==> config.mk <==
export PLATFORM = sky130hd
export DESIGN_NAME = ft_in_fifo
export DESIGN_NICKNAME = d
export VERILOG_FILES = /design/src/rtl/ft_in_fifo.sv
export SDC_FILE = /design/constraint.sdc
export NUM_CORES = 2
export LEC_CHECK = 0
export CAP_MARGIN = 5
export CORE_UTILIZATION = 50
export DETAILED_ROUTE_END_ITERATION = 12
export HOLD_SLACK_MARGIN = 0.1
export PLACE_DENSITY = 0.65
export SYNTH_ARGS = -nofsm -noshare
export SYNTH_HDL_FRONTEND = slang
export SYNTH_SLANG_ARGS = --single-unit
==> constraint.sdc <==
create_clock -name clk_i -period 5.35 [get_ports clk_i]
set_input_delay 1.07 -clock clk_i [delete_from_list [all_inputs] [get_ports clk_i]]
set_output_delay 1.07 -clock clk_i [all_outputs]
set_load 0.01 [all_outputs]
==> src/rtl/ft_in_fifo.sv <==
// Single-clock byte FIFO between the FT2232 interface block and the host-command logic.
// Registered read data, level count, registered flags and sticky overflow/underflow indicators.
module ft_in_fifo #(
  parameter int DATA_WIDTH    = 8,
  parameter int ADDR_WIDTH    = 9,
  parameter int AFULL_MARGIN  = 4,
  parameter int AEMPTY_MARGIN = 2
) (
  input  logic                  clk_i,
  input  logic                  reset_i,
  input  logic                  wr_en_i,
  input  logic [DATA_WIDTH-1:0] wr_data_i,
  output logic                  full_o,
  output logic                  afull_o,
  input  logic                  rd_en_i,
  output logic [DATA_WIDTH-1:0] rd_data_o,
  output logic                  empty_o,
  output logic                  aempty_o,
  output logic [ADDR_WIDTH:0]   level_o,
  output logic                  overflow_o,
  output logic                  underflow_o,
  input  logic                  clear_err_i
);

  localparam int DEPTH = 2 ** ADDR_WIDTH;
  localparam logic [ADDR_WIDTH:0]   LVL_ONE   = {{ADDR_WIDTH{1'b0}}, 1'b1};
  localparam logic [ADDR_WIDTH-1:0] PTR_ONE   = {{(ADDR_WIDTH-1){1'b0}}, 1'b1};
  localparam logic [ADDR_WIDTH:0]   LVL_FULL  = {1'b1, {ADDR_WIDTH{1'b0}}};
  localparam logic [ADDR_WIDTH:0]   AFULL_TH  = LVL_FULL - (ADDR_WIDTH+1)'(AFULL_MARGIN);
  localparam logic [ADDR_WIDTH:0]   AEMPTY_TH = (ADDR_WIDTH+1)'(AEMPTY_MARGIN);

  logic [DATA_WIDTH-1:0] r_mem [DEPTH];
  logic [ADDR_WIDTH-1:0] r_wptr;
  logic [ADDR_WIDTH-1:0] r_rptr;
  logic [ADDR_WIDTH:0]   r_level;
  logic [DATA_WIDTH-1:0] r_rd_data;
  logic                  r_full;
  logic                  r_afull;
  logic                  r_empty;
  logic                  r_aempty;
  logic                  r_overflow;
  logic                  r_underflow;

  logic                  w_wr_ok;
  logic                  w_rd_ok;
  logic [ADDR_WIDTH:0]   w_level_next;
  logic                  w_overflow_next;
  logic                  w_underflow_next;

  assign w_wr_ok = wr_en_i & ~r_full;
  assign w_rd_ok = rd_en_i & ~r_empty;

  always_comb begin
    w_level_next = r_level;
    case ({w_wr_ok, w_rd_ok})
      2'b10:   w_level_next = r_level + LVL_ONE;
      2'b01:   w_level_next = r_level - LVL_ONE;
      default: w_level_next = r_level;
    endcase
  end

  // A new error in the same cycle as a clear keeps its flag set.
  assign w_overflow_next  = (r_overflow  & ~clear_err_i) | (wr_en_i & r_full);
  assign w_underflow_next = (r_underflow & ~clear_err_i) | (rd_en_i & r_empty);

  // RAM contents are deliberately left out of reset so the array maps onto block RAM.
  always_ff @(posedge clk_i) begin
    if (w_wr_ok) begin
      r_mem[r_wptr] <= wr_data_i;
    end
  end

  always_ff @(posedge clk_i or posedge reset_i) begin
    if (reset_i) begin
      r_wptr      <= '0;
      r_rptr      <= '0;
      r_level     <= '0;
      r_rd_data   <= '0;
      r_full      <= 1'b0;
      r_afull     <= 1'b0;
      r_empty     <= 1'b1;
      r_aempty    <= 1'b1;
      r_overflow  <= 1'b0;
      r_underflow <= 1'b0;
    end else begin
      if (w_wr_ok) begin
        r_wptr <= r_wptr + PTR_ONE;
      end
      if (w_rd_ok) begin
        r_rd_data <= r_mem[r_rptr];
        r_rptr    <= r_rptr + PTR_ONE;
      end
      r_level     <= w_level_next;
      r_full      <= (w_level_next == LVL_FULL);
      r_afull     <= (w_level_next >= AFULL_TH);
      r_empty     <= (w_level_next == '0);
      r_aempty    <= (w_level_next <= AEMPTY_TH);
      r_overflow  <= w_overflow_next;
      r_underflow <= w_underflow_next;
    end
  end

  assign full_o      = r_full;
  assign afull_o     = r_afull;
  assign empty_o     = r_empty;
  assign aempty_o    = r_aempty;
  assign level_o     = r_level;
  assign rd_data_o   = r_rd_data;
  assign overflow_o  = r_overflow;
  assign underflow_o = r_underflow;

endmodule
==> results by group <==
STA
  – Setup TNS: 0 ns
  – Slew Viols, Final: 0
  – Fmax: 215 MHz
  – Setup violators final: 0
  – Fin Clk Skew: approximately 0.058 ns
  – Slew HR: 9.56%
  – Slew at the pin with the worst max-slew slack: 1.34 ns
  – Min Tclk post-route: roughly 4.6 ns
  – RSZ-0062 raised after global routing: false
  – Final period util: 86.8%
  – Hold Violations, Final: 0

Layout
  – Post-Layout Inst Area: 181000 um^2
  – Final cell count without fillers: 12600
  – Fin nets: 7926
  – Area grow syn2layout: 11.9%
  – Fill count: 23500
  – Layout cells sized above 1: 22.3%

Synth
  – Synth Flop Type: edfxtp_1
  – Sequential-to-total area share from yosys stat: 76.5%
  – Area share of the largest cell type after synthesis: approximately 76%
  – Synth Instances: 7651
  – Unique masters post-synth: 95
  – Async SR Flop Fraction: 1.01%
  – Syn nets: 7672
  – Synthesized area: 162000 um^2
  – Area contributors post-synth: edfxtp_1 76%, mux4_2 12%, mux2i_1 2.5%
  – Yosys warns: 0
  – Synth area leader: edfxtp_1
  – Synthesized flop and latch total: between 4000 and 5000
  – Synth Area per Inst: 21.2 um^2
  – Count leader, synth: edfxtp_1
  – Number of flops mapped to enable cells by yosys: 4096
  – Commonest cells in the netlist: 4096 x edfxtp_1, 832 x mux4_2, 584 x nor2_1, 410 x mux2i_1, 183 x clkbuf_1

Setup path
  – CP max FO: 45
  – Worst path slowest cell: nor3_1
  – Crit path cell chain: buf_12 -> buf_4 -> mux4_2 -> a221o_1 -> o21ai_0 -> a21oi_1 -> nor3_1 -> nor3_1
  – Setup CP Type: reg2reg
  – Crit start category: flop
  – Required @ worst endpoint: 6.13 ns
  – Critical Path AT: 5.43 ns
  – Endpoint class of the critical path: flop
  – R2r setup slk: between 0.7 and 0.8 ns
  – CP most frequent cell: nor3_1
  – CP max stage delay: about 0.93 ns

CTS
  – Clk buf depth: 4
  – Post-CTS Setup Inserts: 0
  – Clock-pin slew on the worst setup and hold paths: 0.06 ns
  – Num CTS Buffers: 408
  – Hold-fix buffers, CTS: 0
  – H-tree depth: 5
  – Clock Latency Late Sink: between 0.9 and 1 ns
  – CTS tree: done
  – CTS Sinks: 4138
  – Root buffer cell: clkbuf_16
  – Post-CTS Resized: 0

Placement
  – Placed Area: 168000 um^2
  – GPL Wtd Cong: 0.880
  – Buffers on Ports: 36
  – Placed cells: 11800
  – Post-DP HPWL: 271 mm

Floorplan
  – Die W: 571 um
  – Die H: roughly 570 um
  – Initial Utilization: 50.4%
  – Core area: 322000 um^2
  – Die ar.: approximately 330000 um^2
  – # rows: about 210
  – IO Count: 37

Power and ir drop
  – Pwr Density: 511 nW/um^2
  – LEAKAGE: between 0.05 and 0.06 uW
  – Maximum vdd drop: 0.453 mV

Flow run
  – Max Cap Viol: 0

GRT
  – Congestion Overflow GR: 0
  – First-pass GRT wire length: 630 mm
  – Largest net degree at the start of global routing: 146
  – Vias in the first global route: 81000
  – Initial antenna violation count: 24
  – Total GRT Usage: 27.5%

Detailed routing
  – Routed via count: 82400
  – DRC Markers: 0
  – Initial DRC Count: around 13000
  – Antenna Nets Post-Route: 0
  – Detailed Routing Iterations Pass 1: 7
  – DRT Wirelength: 449 mm
  – Vias per cell: about 6.6
  – Wire length per cell: 35.8 um

Hold path
  – Worst min path class: reg2reg

Outcome
  – Outcome: finished, final reports clean
[metal layers]
metal	vias to the layer above	track usage (%)	part of all wire [%]
met3	745	6.69	11
li1	32600	-	-
met4	10	9.28	3.7
met1	43900	39.0	39
met2	5183	42.0	46
met5	-	0	0.013
[critical path, delay by kind of cell (launching register included)]
kind                   cells  cell delay [ns]
DFF                        1             0.79
and+or+nand+nor            2             1.07
AOI/OAI and AO/OA          3             1.02
muxes                      1             0.63
buffers and inverters      2             0.89
[power breakdown]
group,leakage [uW],switching (uW),total (uW),internal [uW]
logic,0.0131,16500,27000,10500
registers,0.0373,737,36600,35900
clock network,0.00657,12400,29200,16800
total,0.0569,29600,92800,63200
[sequential cells by signal, indices dropped and copies added (netlist names)]
register     cells
r_mem         4096
level_o         10
r_rptr           9
r_wptr           9
rd_data_o        8
aempty_o         1
afull_o          1
empty_o          1
full_o           1
overflow_o       1
underflow_o      1
[layout make-up]
| cell class | instances | area (um^2) | share of cell area, % |
|---|---|---|---|
| Multi-Input combinational cell | 3005 | 34700 | 19.1 |
| Tap cell | 4305 | 5390 | 2.97 |
| Sequential cell | 4138 | 124000 | 68.4 |
| Timing Repair Buffer | 336 | 3650 | 2.01 |
| Clock buffer | 482 | 10600 | 5.83 |
| Inverter | 16 | 76.3 | 0.0421 |
| Clock inverter | 268 | 2950 | 1.63 |
| Antenna cell | 15 | 37.5 | 0.0207 |
[cells by family (layout without fill, tap and decap cells)]
kind of cell / count (synthesis) / after routing / synth area share (%)
AO/OA/AOI/OAI: 719 / 719 / 3.06
adder cells (fa/ha/maj): 8 / 8 / 0.0617
buffers and inverters: 508 / 1102 / 2.21
AND/OR/NAND/NOR: 908 / 908 / 2.40
flip-flops: 4138 / 4138 / 76.5
multiplexers: 1344 / 1344 / 15.6
other: 0 / 15 / 0
XOR/XNOR: 26 / 26 / 0.140
[per-stage QoR]
step	setup WS [ns]	hold slack [ns]	total power (uW)	util, %
after floorplan	1.58	0.481	53600	-
after global placement	0.567	0.519	63900	52.2
after detailed placement	0.610	0.528	64000	52.2
after CTS	0.724	0.501	92800	56.4
after global routing	0.693	0.535	94900	56.4
final	0.706	0.536	92800	56.4
[cell usage in the layout, fill, tap and decap left out, types with 16 or more instances in the layout]
cell type,count
edfxtp_1,4096
mux4_2,832
nor2_1,581
clkbuf_16,412
mux2i_1,410
buf_4,219
a21oi_1,128
nand2_1,118
o21ai_0,117
mux4_1,90
a22oi_1,89
clkinv_2,88
buf_12,80
o22ai_1,74
clkbuf_1,69
clkinv_1,67
a221oi_1,62
o221ai_1,57
bufinv_16,53
a211oi_1,45
nand3_1,40
dfrtp_1,32
nor3_1,29
clkinvlp_4,29
clkdlybuf4s50_1,28
a2111oi_0,23
a31oi_1,23
xnor2_1,22
a22o_1,20
nand2_4,17
nor2b_1,16
[worst paths after layout]
kind                                       start                       end  cells after the start
setup / recovery           r_rptr[0]$_DFFE_PP0P_  rd_data_o[0]$_DFFE_PP0P_                      8
setup reg to reg           r_rptr[0]$_DFFE_PP0P_  rd_data_o[0]$_DFFE_PP0P_                      8
max in group asynchronous                reset_i     r_rptr[2]$_DFFE_PP0P_                      3
hold / removal             underflow_o$_DFF_PP0_     underflow_o$_DFF_PP0_                      2
min in group asynchronous                reset_i     r_rptr[0]$_DFFE_PP0P_                      3
hold reg to reg            underflow_o$_DFF_PP0_     underflow_o$_DFF_PP0_                      2
Note: power is estimated with default switching activity, not from simulation.
